--- src/rtl/addsub_pkg.sv ---
// Shared types and defaults for the sequential chunked adder/subtractor.
package addsub_pkg;

    localparam int W_DEF = 32;
    localparam int K_DEF = 8;

    typedef enum logic [1:0] {
        IDLE = 2'd0,
        BUSY = 2'd1,
        DONE = 2'd2
    } state_e;

    // Chunk index width; a single-chunk configuration still keeps one bit.
    function automatic int idx_width(input int n);
        return (n > 1) ? $clog2(n) : 1;
    endfunction

endpackage

--- src/rtl/addsub_seq_if.sv ---
// Operand/result handshake bundle for addsub_seq.
// io_Ovf exists only when ADDSUB_SEQ_OVF_EN is defined.
interface addsub_seq_if
    import addsub_pkg::*;
    #(parameter int W = W_DEF) ();

    logic         io_in_valid;
    logic         io_in_ready;
    logic [W-1:0] io_A;
    logic [W-1:0] io_B;
    logic         io_Cin;
    logic         io_Sub;
    logic         io_out_valid;
    logic         io_out_ready;
    logic [W-1:0] io_Sum;
    logic         io_Cout;
    logic         io_Zero;
`ifdef ADDSUB_SEQ_OVF_EN
    logic         io_Ovf;
`endif

    modport master (
`ifdef ADDSUB_SEQ_OVF_EN
        input  io_Ovf,
`endif
        output io_in_valid, io_A, io_B, io_Cin, io_Sub, io_out_ready,
        input  io_in_ready, io_out_valid, io_Sum, io_Cout, io_Zero
    );

    modport slave (
`ifdef ADDSUB_SEQ_OVF_EN
        output io_Ovf,
`endif
        input  io_in_valid, io_A, io_B, io_Cin, io_Sub, io_out_ready,
        output io_in_ready, io_out_valid, io_Sum, io_Cout, io_Zero
    );

endinterface

--- src/rtl/addsub_seq_chunk_adder.sv ---
// Combinational K-bit ripple adder; cmsb is the carry into bit K-1.
module chunk_adder
    import addsub_pkg::*;
    #(parameter int K = K_DEF) (
    input  logic [K-1:0] a,
    input  logic [K-1:0] b,
    input  logic         cin,
    output logic [K-1:0] s,
    output logic         cout,
    output logic         cmsb
);

    logic [K:0] c_s;

    // Bit-serial ripple through the chunk.
    always_comb begin
        c_s    = {(K+1){1'b0}};
        s      = {K{1'b0}};
        c_s[0] = cin;
        for (int i = 0; i < K; i++) begin
            s[i]     = a[i] ^ b[i] ^ c_s[i];
            c_s[i+1] = (a[i] & b[i]) | (c_s[i] & (a[i] ^ b[i]));
        end
        cout = c_s[K];
        cmsb = c_s[K-1];
    end

endmodule

--- src/rtl/addsub_seq.sv ---
// Sequential add/subtract: one K-bit chunk per cycle, W/K cycles per operation.
// Optional signed-overflow output is enabled with the macro ADDSUB_SEQ_OVF_EN.
module addsub_seq
    import addsub_pkg::*;
    #(
    parameter int W = W_DEF,
    parameter int K = K_DEF
) (
    input  logic        clock,
    input  logic        reset,
    addsub_seq_if.slave io
);

    localparam int N     = (K > 0) ? (W / K) : 1;
    localparam int IDX_W = idx_width(N);

    if ((K < 1) || (K > W) || ((W % K) != 0)) begin : g_bad_cfg
        $error("addsub_seq: K must divide W and satisfy 1 <= K <= W");
    end

    state_e             state_r;
    state_e             state_nxt_s;
    logic [W-1:0]       a_r;
    logic [W-1:0]       b_r;
    logic [W-1:0]       sum_r;
    logic               carry_r;
    logic [IDX_W-1:0]   idx_r;
    logic               cout_r;
    logic               zero_r;
    logic               in_ready_s;
    logic               out_valid_s;
    logic               last_s;
    logic [K-1:0]       chunk_a_s;
    logic [K-1:0]       chunk_b_s;
    logic [K-1:0]       chunk_sum_s;
    logic               chunk_cout_s;
    logic               chunk_cmsb_s;
    logic [W-1:0]       sum_nxt_s;

    chunk_adder #(.K(K)) u_chunk_adder (
        .a    (chunk_a_s),
        .b    (chunk_b_s),
        .cin  (carry_r),
        .s    (chunk_sum_s),
        .cout (chunk_cout_s),
        .cmsb (chunk_cmsb_s)
    );

    // Select the active chunk and splice its sum into the running result.
    always_comb begin
        chunk_a_s = a_r[int'(idx_r) * K +: K];
        chunk_b_s = b_r[int'(idx_r) * K +: K];
        sum_nxt_s = sum_r;
        sum_nxt_s[int'(idx_r) * K +: K] = chunk_sum_s;
        last_s    = (idx_r == IDX_W'(N - 1));
    end

    // State register.
    always_ff @(posedge clock or negedge reset) begin
        if (!reset) begin
            state_r <= IDLE;
        end else begin
            state_r <= state_nxt_s;
        end
    end

    // Next-state logic; operand inputs only matter in IDLE, out_ready only in DONE.
    always_comb begin
        state_nxt_s = state_r;
        case (state_r)
            IDLE: begin
                if (io.io_in_valid) begin
                    state_nxt_s = BUSY;
                end else begin
                    state_nxt_s = IDLE;
                end
            end
            BUSY: begin
                if (last_s) begin
                    state_nxt_s = DONE;
                end else begin
                    state_nxt_s = BUSY;
                end
            end
            DONE: begin
                if (io.io_out_ready) begin
                    state_nxt_s = IDLE;
                end else begin
                    state_nxt_s = DONE;
                end
            end
            default: state_nxt_s = IDLE;
        endcase
    end

    // Handshake outputs decoded from the state register.
    always_comb begin
        in_ready_s  = 1'b0;
        out_valid_s = 1'b0;
        case (state_r)
            IDLE:    in_ready_s  = 1'b1;
            BUSY:    in_ready_s  = 1'b0;
            DONE:    out_valid_s = 1'b1;
            default: in_ready_s  = 1'b0;
        endcase
    end

    // Operand capture and per-chunk accumulation; subtract is A + ~B + !borrow.
    always_ff @(posedge clock or negedge reset) begin
        if (!reset) begin
            a_r     <= {W{1'b0}};
            b_r     <= {W{1'b0}};
            sum_r   <= {W{1'b0}};
            carry_r <= 1'b0;
            idx_r   <= {IDX_W{1'b0}};
            cout_r  <= 1'b0;
            zero_r  <= 1'b0;
        end else begin
            case (state_r)
                IDLE: begin
                    if (io.io_in_valid) begin
                        a_r     <= io.io_A;
                        b_r     <= io.io_Sub ? ~io.io_B : io.io_B;
                        carry_r <= io.io_Cin ^ io.io_Sub;
                        idx_r   <= {IDX_W{1'b0}};
                        sum_r   <= {W{1'b0}};
                        cout_r  <= 1'b0;
                        zero_r  <= 1'b0;
                    end
                end
                BUSY: begin
                    sum_r   <= sum_nxt_s;
                    carry_r <= chunk_cout_s;
                    idx_r   <= idx_r + IDX_W'(1);
                    if (last_s) begin
                        cout_r <= chunk_cout_s;
                        zero_r <= (sum_nxt_s == {W{1'b0}});
                    end
                end
                default: begin
                    sum_r <= sum_r;
                end
            endcase
        end
    end

`ifdef ADDSUB_SEQ_OVF_EN
    logic ovf_r;

    // Signed overflow taken from the MSB chunk's carries.
    always_ff @(posedge clock or negedge reset) begin
        if (!reset) begin
            ovf_r <= 1'b0;
        end else begin
            case (state_r)
                IDLE: begin
                    if (io.io_in_valid) begin
                        ovf_r <= 1'b0;
                    end
                end
                BUSY: begin
                    if (last_s) begin
                        ovf_r <= chunk_cmsb_s ^ chunk_cout_s;
                    end
                end
                default: ovf_r <= ovf_r;
            endcase
        end
    end

    assign io.io_Ovf = ovf_r;
`else
    logic unused_cmsb_s;
    assign unused_cmsb_s = chunk_cmsb_s;
`endif

    assign io.io_in_ready  = in_ready_s;
    assign io.io_out_valid = out_valid_s;
    assign io.io_Sum       = sum_r;
    assign io.io_Cout      = cout_r;
    assign io.io_Zero      = zero_r;

endmodule

--- src/flat_wrapper.sv ---
// flat-port wrapper written by rule: the top's interface ports become plain ports
module addsub_seq_flat import addsub_pkg::*;
#(
    parameter int W = W_DEF,
    parameter int K = K_DEF
)
  (clock, reset, io_io_in_valid, io_io_A, io_io_B, io_io_Cin, io_io_Sub, io_io_out_ready, io_io_in_ready, io_io_out_valid, io_io_Sum, io_io_Cout, io_io_Zero);
  addsub_seq_if #(.W(W)) io_i ();
  input  logic clock;
  input  logic reset;
  input wire logic [$bits(io_i.io_in_valid)-1:0] io_io_in_valid;
  input wire logic [$bits(io_i.io_A)-1:0] io_io_A;
  input wire logic [$bits(io_i.io_B)-1:0] io_io_B;
  input wire logic [$bits(io_i.io_Cin)-1:0] io_io_Cin;
  input wire logic [$bits(io_i.io_Sub)-1:0] io_io_Sub;
  input wire logic [$bits(io_i.io_out_ready)-1:0] io_io_out_ready;
  output wire logic [$bits(io_i.io_in_ready)-1:0] io_io_in_ready;
  output wire logic [$bits(io_i.io_out_valid)-1:0] io_io_out_valid;
  output wire logic [$bits(io_i.io_Sum)-1:0] io_io_Sum;
  output wire logic [$bits(io_i.io_Cout)-1:0] io_io_Cout;
  output wire logic [$bits(io_i.io_Zero)-1:0] io_io_Zero;
  assign io_i.io_in_valid = io_io_in_valid;
  assign io_i.io_A = io_io_A;
  assign io_i.io_B = io_io_B;
  assign io_i.io_Cin = io_io_Cin;
  assign io_i.io_Sub = io_io_Sub;
  assign io_i.io_out_ready = io_io_out_ready;
  assign io_io_in_ready = io_i.io_in_ready;
  assign io_io_out_valid = io_i.io_out_valid;
  assign io_io_Sum = io_i.io_Sum;
  assign io_io_Cout = io_i.io_Cout;
  assign io_io_Zero = io_i.io_Zero;
  addsub_seq #(.W(W), .K(K)) u_core (.clock(clock), .reset(reset), .io(io_i));
endmodule
--- config.mk ---
export PLATFORM = sky130hd
export DESIGN_NAME = addsub_seq_flat
export DESIGN_NICKNAME = d
export VERILOG_FILES = /design/src/rtl/addsub_pkg.sv /design/src/rtl/addsub_seq_if.sv /design/src/rtl/addsub_seq_chunk_adder.sv /design/src/rtl/addsub_seq.sv /design/src/flat_wrapper.sv
export SDC_FILE = /design/constraint.sdc
export NUM_CORES = 1
export LEC_CHECK = 0
export CORE_MARGIN = 5
export CORE_UTILIZATION = 45
export CTS_CLUSTER_SIZE = 16
export DETAILED_ROUTE_END_ITERATION = 6
export PLACE_DENSITY = 0.73
export SLEW_MARGIN = 20
export SYNTH_ARGS = -nofsm -noshare
export SYNTH_HDL_FRONTEND = slang
export SYNTH_SLANG_ARGS = --single-unit
--- constraint.sdc ---
create_clock -name clock -period 4.7 [get_ports clock]
set_input_delay 0.705 -clock clock [delete_from_list [all_inputs] [get_ports clock]]
set_output_delay 0.705 -clock clock [all_outputs]
set_load 0.03 [all_outputs]
[Word level (Yosys, flattened, before mapping)]
Index checks and enable logic that the tools add are counted.
Cells by class
  $add $sub $neg: 2
  eq/ne operators: 5
  shift operators: 4
  multiplexer cells: 19
  bitwise operators: 42
  reduce and logical (&&, ||, !) cells: 6
Operators by type and width (count)
  2-to-1 mux 32 bit: 2
  one-hot mux 32 bit (2 select lines): 1
  indexed part select 32 x 6 -> 8 bit: 2
  negation 5 -> 33 bit: 1
  variable shift 8 x 33 -> 32 bit, first input constant: 1
  indexed part select 8 x 33 -> 32 bit: 1
  bitwise mux 32 bit: 1
  logical NOT 32 bit: 1
  NOT 32 bit: 1
  XOR 1 bit: 17
  AND 1 bit: 16
  OR 1 bit: 8
  2-to-1 mux 1 bit: 7
  2-to-1 mux 2 bit: 3
  one-hot mux 1 bit (2 select lines): 3
  one-hot mux 2 bit (3 select lines): 1
  equality test 2 bit, second input constant: 2
  one-hot mux 2 bit (2 select lines): 1
  AND reduction 2 bit: 2
  AND reduction 3 bit: 1
  adder 2 x 1 -> 2 bit, second input constant: 1
  equality test 2 x 1 -> 1 bit, second input constant: 1
  logical NOT 2 bit: 1
  inequality test 2 x 1 -> 1 bit, second input constant: 1
  other kinds (2): 2
Word-level totals
  register bits: 103
  input bits: 70
  output and inout bits: 36
  logic and storage cells: 86

[Depth between registers and ports, before layout]
Gate-level depths: netlist of the first run.
  depth after elaboration: 22
  depth in mapped cells: 17
  mapped depth without buffers: 15

[Cells and area by module]
From an unflattened synthesis of the first run, not the netlist that was laid out.
Second synthesis, totals
  cell total of the unflattened synthesis: 461
  area, all modules: 4889.7 um2
Modules (own cells, without submodules)
  addsub_seq: times used 1, cells each 443, area each 4692.0 um2, seq. area each 2577.5 um2
  chunk_adder: times used 1, cells each 18, area each 197.7 um2, seq. area each 0.0 um2

[Least setup slack after synthesis of the first run]
Ideal clock, no wire load.
  kind: flip-flop to flip-flop
  start: register u_core.idx_r[0]
  end: register u_core.zero_r (netlist: u_core.io.io_Zero)
  setup time: 68 ps
  arrival: 4940 ps
  data required time: 4632 ps
  setup slack: -308 ps
  stages on the path, launching flop included: 18
  period minus slack after synthesis: 5008 ps
  cells stage by stage: dfrtp_1 > buf_2 > buf_2 > mux4_2 > inv_1 > fa_1 > fa_1 > fa_1 > fa_1 > fa_1 > inv_1 > fa_1 > inv_1 > fa_1 > fa_1 > a22oi_1 > nor4_1 > a32o_1
Between the ends
  cells in the longest elaborated chain, start to end: 22
Ends and longest elaborated chain
  start: declaration: RTL line addsub_seq.sv:27  | logic [IDX_W-1:0] idx_r;
  start signal: assignment: RTL line addsub_seq.sv:115  | idx_r <= {IDX_W{1'b0}};
  start signal: assignment: RTL line addsub_seq.sv:125  | idx_r <= {IDX_W{1'b0}};
  start signal: assignment: RTL line addsub_seq.sv:134  | idx_r <= idx_r + IDX_W'(1);
  indexed part select 32 x 6 -> 8 bit (on tied branches): RTL line addsub_seq.sv:51, addsub_seq.sv:52
  XOR 1 bit: RTL line addsub_seq_chunk_adder.sv:21, addsub_seq_chunk_adder.sv:22
  AND 1 bit: RTL line addsub_seq_chunk_adder.sv:22  | c_s[i+1] = (a[i] & b[i]) | (c_s[i] & (a[i] ^ b[i]));
  OR 1 bit: RTL line addsub_seq_chunk_adder.sv:22
  AND 1 bit: RTL line addsub_seq_chunk_adder.sv:22
  OR 1 bit: RTL line addsub_seq_chunk_adder.sv:22
  AND 1 bit: RTL line addsub_seq_chunk_adder.sv:22
  OR 1 bit: RTL line addsub_seq_chunk_adder.sv:22
  (+6 left out)
  AND 1 bit: RTL line addsub_seq_chunk_adder.sv:22
  OR 1 bit: RTL line addsub_seq_chunk_adder.sv:22
  XOR 1 bit: RTL line addsub_seq_chunk_adder.sv:21  | s[i] = a[i] ^ b[i] ^ c_s[i];
  indexed part select 8 x 33 -> 32 bit: RTL line addsub_seq.sv:54  | sum_nxt_s[int'(idx_r) * K +: K] = chunk_sum_s;
  bitwise mux 32 bit: RTL line addsub_seq.sv:54
  logical NOT 32 bit: RTL line addsub_seq.sv:137  | zero_r <= (sum_nxt_s == {W{1'b0}});
  2-to-1 mux 1 bit: RTL line addsub_seq.sv:135  | if (last_s) begin
  one-hot mux 1 bit (2 select lines): RTL line addsub_seq.sv:119  | case (state_r)
  end signal: assignment: RTL line addsub_seq.sv:137
  end: declaration: RTL line addsub_seq.sv:29  | logic zero_r;
Several ways; a longest one is shown, not always the timed one. The select of a mux whose other input is x is not followed.
A chain may end at the register's enable or synchronous reset.

[Worst setup path after layout of the first run]
Ends and elaborated chain as after synthesis.

==> results.toml, run 1 <==
[setup_path]
timing.critical_path.fanout_max = 4
cpMostUsedCell = "sky130_fd_sc_hd__fa_2"
crit_path_top_delay_cell = "sky130_fd_sc_hd__fa_2"
crit_path_start_kind = "flop"
slowest_delay_ns = 0.57
worst-endpoint-arrival_ns = 4.85
cp.required_ns = 5.00
timing.critical_path.to_type = "flop"
cp_cell_sequence = "mux4_2 > inv_1 > fa_1 > fa_2 > fa_2 > fa_2 > fa_1 > inv_1 > fa_1 > inv_1 > fa_2 > fa_2 > a22oi_1 > nor4_1 > a32o_1"
crit_type = "reg2reg"

[synth]
yosys_warnings = 0
synthesis.instances = 502
syn_area_per_cell_um2 = 9.940
synth_fp_nets = 586
postSynth.asyncResetShare = 1.000
biggest_area_contributors_in_the_synthesized_netlist = "sky130_fd_sc_hd__dfrtp_1 52%, sky130_fd_sc_hd__nand2_1 13%, sky130_fd_sc_hd__mux4_2 7.2%"
synth_top_area_cell = "sky130_fd_sc_hd__dfrtp_1"
synth-edff-count = 0
synthTopCellsByCount = "168 x sky130_fd_sc_hd__nand2_1, 103 x sky130_fd_sc_hd__dfrtp_1, 60 x sky130_fd_sc_hd__o21ai_0"
synth.cell_area_um2 = 4990
ys_ff_latch = 103
sequential_cell_area_fraction_in_the_yosys_report = 0.5165
synthFlopType = "sky130_fd_sc_hd__dfrtp_1"
synth_top_area_frac = 0.5165
yosys.cell_types.count = 37
yosysMostFrequentCell = "sky130_fd_sc_hd__nand2_1"

[power]
power_report.internal_total_w = 0.002716
power.switching_w = 0.002263
power-per-cell-area_nw_per_um2 = 779.9
vdd_drop_max_mv = 0.4255
netSwitchingFraction = 0.4546
total_power_w = 0.004979
clkPwrFrac = 0.109
p_seq_frac = 0.311
comb_power_share = 0.579
static_leakage_nw = 2.814

[grt]
grt_pass1_wl_mm = 19.09
antenna_found_initial = 0
grt_max_degree = 79
overall_global_routing_resource_usage = 0.1817
vias_in_the_first_global_route = 3989
grt_remaining_overflow = 0

[detailed_routing]
detailed_route_via_count = 3875
drc_errors = 0
route.antenna.remaining_nets = 0
postRouteWirelength_mm = 11.79
via_per_inst = 5.187
drtIter0Drc = 199
route.detailed.wl_per_inst_um = 15.79
detailedRoute.firstPassIterationCount = 4

[final_layout]
area_delta_synth_final_pct = 27.93
post_route_cells_drive_above_1_share = 0.1005
post_layout_nonfiller_instances = 747
antenna_cells = 0
finish.net_count = 686
final.fill_count = 981

[timing]
finalSetupViolCount = 0
timing.final.ws_setup_ns = 0.1498
holdWs_ns = 0.4835
finalCriticalPeriod_ns = 4.550
max_frequency_ghz = 0.2198
timing.slew.headroom = 0.3533
timing.clock.skew_ns = 0.009496
worst-slew-pin-transition_ns = 0.9700
maxSlewViolCount = 0
final-hold-violation-count = 0
finalCritPeriodShare = 0.9681

[clock_tree]
cts_root_buf = "sky130_fd_sc_hd__clkbuf_8"
h-tree-depth = 3
cts_sinks = 103
clk_transition_reported_paths_ns = 0.09
tritoncts = "yes"
worst_skew_pair.late_latency_ns = 0.36
holdBufCountCts = 0
clk_path_buf_depth = 2
tritoncts.num_buffers = 9

[min_path]
worstHoldPathType = "reg2reg"

[run]
drv_cap = 0

[floorplanning]
chipHeight_um = 115.3
die_area_um2 = 13290
floorplan_core_area_um2 = 10840
die-width_um = 115.3
start_util = 0.4603
rows = 38
pin_count = 106

[placement]
place.port_buffers = 105
routabilityCongestion = 0.8814
dp_slack_ns = 0.09589
post_detailed_placement_half_perimeter_wirelength_mm = 9.010
dp_cells = 729

[run_status]
status = "finished clean"
## timing repair
action | in CTS | in global routing
setup endpoints to repair | 0 | 1
resized for setup | 0 | 1
setup buffers | 0 | 2
## power by group through the flow
| stage | clock [W] | sequential, W | combinational (W) |
|---|---|---|---|
| after global routing | 0.000586 | 0.00160 | 0.00314 |
| after floorplan | 0 | 0.00171 | 0.00168 |
| after CTS | 0.000556 | 0.00155 | 0.00279 |
| after global placement | 0 | 0.00154 | 0.00271 |
| final | 0.000545 | 0.00155 | 0.00288 |
| after detailed placement | 0 | 0.00157 | 0.00279 |
## cell usage in the layout (no fill, tap or decap), types with 3 or more instances in the layout
master,count
sky130_fd_sc_hd__nand2_1,167
sky130_fd_sc_hd__mux4_2,16
sky130_fd_sc_hd__nor2_1,5
sky130_fd_sc_hd__buf_4,10
sky130_fd_sc_hd__a21oi_1,10
sky130_fd_sc_hd__xnor2_1,33
sky130_fd_sc_hd__inv_1,24
sky130_fd_sc_hd__o21ai_2,8
sky130_fd_sc_hd__o211ai_1,3
sky130_fd_sc_hd__ha_1,6
sky130_fd_sc_hd__nor3_1,3
sky130_fd_sc_hd__clkdlybuf4s50_1,103
sky130_fd_sc_hd__nor4_1,7
sky130_fd_sc_hd__dfrtp_1,102
sky130_fd_sc_hd__o21ai_0,60
sky130_fd_sc_hd__clkbuf_8,13
sky130_fd_sc_hd__fa_1,3
sky130_fd_sc_hd__fa_2,5
## metrics by stage
step	area (µm²)	setup TNS [ns]	utilization
2_1_floorplan	5020	0	-
3_3_place_gp	6162	0	0.5684
3_5_place_dp	6162	0	0.5684
4_1_cts	6366	0	0.5873
5_1_grt	6384	-0.02544	0.5889
6_report	6384	0	0.5889
## state kept, by name (all words and copies together), names as in the netlist
name / count
u_core.a_r: 32
u_core.b_r: 32
u_core.io.io_Sum: 32
u_core.idx_r: 2
u_core.state_r: 2
u_core.carry_r: 1
u_core.io.io_Cout: 1
u_core.io.io_Zero: 1
## kinds of logic after synthesis
| logic type | share of synthesized area |
|---|---|
| fa+ha+maj | 0.04714 |
| flops | 0.5165 |
| buf+inv | 0.04062 |
| simple gates | 0.1622 |
| mux | 0.07222 |
| xor+xnor | 0.05792 |
| compound gates | 0.1033 |
## worst max-delay path: cells and delay by family (launching register included)
| family | cells | cell delay (ns) |
|---|---|---|
| DFF | 1 | 0.45 |
| and+or+nand+nor | 1 | 0.31 |
| muxes | 1 | 0.34 |
| AOI/OAI and AO/OA | 2 | 0.30 |
| buffers and inverters | 3 | 0.18 |
| adders and majority gates | 8 | 2.89 |
## per-layer routing
metal,routed length [µm],global-route usage
met5,0,0
met4,232,0.06338
met3,776,0.03316
met2,5709,0.2994
met1,5075,0.2432
## worst paths after layout
path                                      start           endpoint  slack [ns]  cells after the start
worst max register to register  u_core.idx_r[0]  u_core.io.io_Zero        0.15                     15
min in group asynchronous                 reset     u_core.a_r[13]        0.49                      1
worst min register to register   u_core.a_r[27]     u_core.a_r[27]        0.48                      2
max in group asynchronous                 reset    u_core.idx_r[0]        3.29                      2
worst min-delay path             u_core.a_r[27]     u_core.a_r[27]        0.48                      2
worst max-delay path            u_core.idx_r[0]  u_core.io.io_Zero        0.15                     15
## final cells by class
type | instances | area, µm² | area share
Multi-Input combinational cell | 350 | 2225 | 0.3485
Clock inverter | 3 | 25.02 | 0.003920
Timing Repair Buffer | 114 | 1111 | 0.1741
Sequential cell | 103 | 2579 | 0.4040
Inverter | 24 | 90.09 | 0.01411
Clock buffer | 13 | 178.9 | 0.02803
Tap cell | 140 | 175.2 | 0.02744
Power figures use the tool's default switching activity.
==> run 2: changes to the inputs <==
- GPL_TIMING_DRIVEN: unset -> 0
==> run 2 against run 1 <==
Core utilization grew 2.0 points. Largest power group unchanged. Non-clock buffer count grew 20. Clock power grew 26%.
==> results.toml, run 2 (synthesis results as in run 1) <==
[run_status]
status = "finished clean"

[timing]
maxSlewViolCount = 0
timing.clock.skew_ns = 0.01562
final-hold-violation-count = 0
max_frequency_ghz = 0.2146
timing.slew.headroom = 0.5887
finalCritPeriodShare = 0.9916
finalSetupViolCount = 0
rsz_0062_raised_after_global_routing = "true"
finalCriticalPeriod_ns = 4.661
worst-slew-pin-transition_ns = 0.6169

[detailed_routing]
met3_wirelength_um = 864
route.detailed.wl_per_inst_um = 16.20
met2_length_mm = 6.154
detailed_route_via_count = 3956
drc_errors = 0
postRouteWirelength_mm = 12.43
topRoutingLayerUsed = "met4"
wl_met1_mm = 5.279
drtIter0Drc = 303
via_per_inst = 5.158
detailedRoute.firstPassIterationCount = 5
route.antenna.remaining_nets = 0

[power]
static_leakage_nw = 2.904
vdd_drop_max_mv = 0.6318
power-per-cell-area_nw_per_um2 = 805.8

[placement]
place.port_buffers = 104
dpl_cell_area_um2 = 6265
routabilityCongestion = 0.8530
post_detailed_placement_half_perimeter_wirelength_mm = 9.575

[setup_path]
regToRegSetupSlack_ns = 0.04
crit_path_top_delay_cell = "sky130_fd_sc_hd__fa_2"
cp.required_ns = 5.01
worst-endpoint-arrival_ns = 4.97
slowest_delay_ns = 0.61
timing.critical_path.fanout_max = 10
crit_path_start_kind = "flop"
cpMostUsedCell = "sky130_fd_sc_hd__fa_2"
path_delay_family = "adder cells"
timing.critical_path.to_type = "flop"
cp_cell_sequence = "buf_8 > clkbuf_16 > mux4_2 > inv_2 > fa_2 > fa_2 > fa_2 > fa_2 > fa_2 > inv_2 > fa_1 > inv_1 > fa_2 > fa_2 > o211ai_1 > a211oi_1 > a32o_1"
crit_buf_inv = 5
crit_type = "reg2reg"

[final_layout]
area_of_the_multi_input_gates_um2 = 2238
mostFrequentLayoutCell = "sky130_fd_sc_hd__nand2_1"
finish.net_count = 706
most-common-layout-cells = "168 x sky130_fd_sc_hd__nand2_1, 103 x sky130_fd_sc_hd__clkdlybuf4s50_1, 102 x sky130_fd_sc_hd__dfrtp_1"
regArea_um2 = 2579
final_util = 0.6087
post_route_cells_drive_above_1_share = 0.1148
final.fill_count = 933
antenna_cells = 0
area_delta_synth_final_pct = 32.25
final_design_area_no_fill_um2 = 6599

[grt]
grt_max_degree = 78
antenna_found_initial = 0
grt_remaining_overflow = 0
grt_pass1_wl_mm = 20.15
overall_global_routing_resource_usage = 0.1927
vias_in_the_first_global_route = 4131

[clock_tree]
cts_sinks = 103
clk_path_buf_depth = 2
cts_root_buf = "sky130_fd_sc_hd__clkbuf_8"
worst_skew_pair.late_latency_ns = 0.37
h-tree-depth = 3
tritoncts = "yes"
holdBufCountCts = 0
clk_transition_reported_paths_ns = 0.10
tritoncts.num_buffers = 9

[floorplanning]
die-width_um = 115.3
rows = 38
start_util = 0.4603
floorplan_core_area_um2 = 10840
pin_count = 106
chipHeight_um = 115.3
die_area_um2 = 13290

[min_path]
worstHoldPathType = "in2async"

[run]
drv_cap = 0
-- run 2: changes by cell type in the layout (fill, tap and decap cells not counted), moves of 2 or more --
cell                        previous run  this run
sky130_fd_sc_hd__fa_2                  5         7
sky130_fd_sc_hd__buf_1                 0         2
sky130_fd_sc_hd__inv_1                24        22
sky130_fd_sc_hd__clkbuf_8             13        11
sky130_fd_sc_hd__inv_2                 0         2
sky130_fd_sc_hd__clkinv_4              2         0
sky130_fd_sc_hd__buf_2                 1         7
sky130_fd_sc_hd__clkbuf_1              0        12
sky130_fd_sc_hd__buf_4                10         5
sky130_fd_sc_hd__buf_6                 0         2
sky130_fd_sc_hd__bufinv_16             0         3
sky130_fd_sc_hd__fa_1                  3         1
-- run 2: area by class of cell --
type | instances | share of cell area
Buffer | 24 | 0.02351
Clock buffer | 12 | 0.02351
Clock inverter | 4 | 0.01498
Inverter | 24 | 0.01365
Multi-Input combinational cell | 350 | 0.3392
Sequential cell | 103 | 0.3908
Tap cell | 140 | 0.02655
Timing Repair Buffer | 110 | 0.1678
-- run 2: final timing paths --
check / cells after the start / end / from
max in group asynchronous: 2 / u_core.idx_r[0] / reset
min: 1 / u_core.io.io_Sum[28] / reset
min in group clock: 2 / u_core.a_r[29] / u_core.a_r[29]
min reg2reg: 2 / u_core.a_r[29] / u_core.a_r[29]
max: 17 / u_core.io.io_Zero / u_core.idx_r[1]
max reg2reg: 17 / u_core.io.io_Zero / u_core.idx_r[1]
-- run 2: what timing repair did --
action	in CTS	in global routing
pin swaps	3	3
setup endpoints to repair	5	1
setup buffers	4	1
resized for setup	8	6
-- run 2: per-layer routing --
metal / GRT usage / vias up
li1: - / 1895
met1: 0.2624 / 1899
met2: 0.3260 / 149
met3: 0.03105 / 13
met4: 0.04617 / 0
met5: 0 / -
-- run 2: through the flow --
step | TNS (ns) | instances | setup WS [ns] | hold WS (ns) | total power [W]
detailed placement | -0.7593 | 747 | -0.5042 | 0.4583 | 0.004472
CTS | 0 | 766 | 0.01545 | 0.1856 | 0.005274
global route | -0.03964 | 767 | -0.03964 | 0.1891 | 0.005647
floorplan | 0 | 502 | 0.003079 | 0.4094 | 0.003383
finish | 0 | 767 | 0.03941 | 0.1823 | 0.005317
global placement | -74.58 | 746 | -1.089 | 0.4549 | 0.004381
-- run 2: power by group --
part	switching (W)	internal, W
combinational	0.00182	0.00128
clock	0.000300	0.000385
sequential	0.000247	0.00128
total	0.00237	0.00295
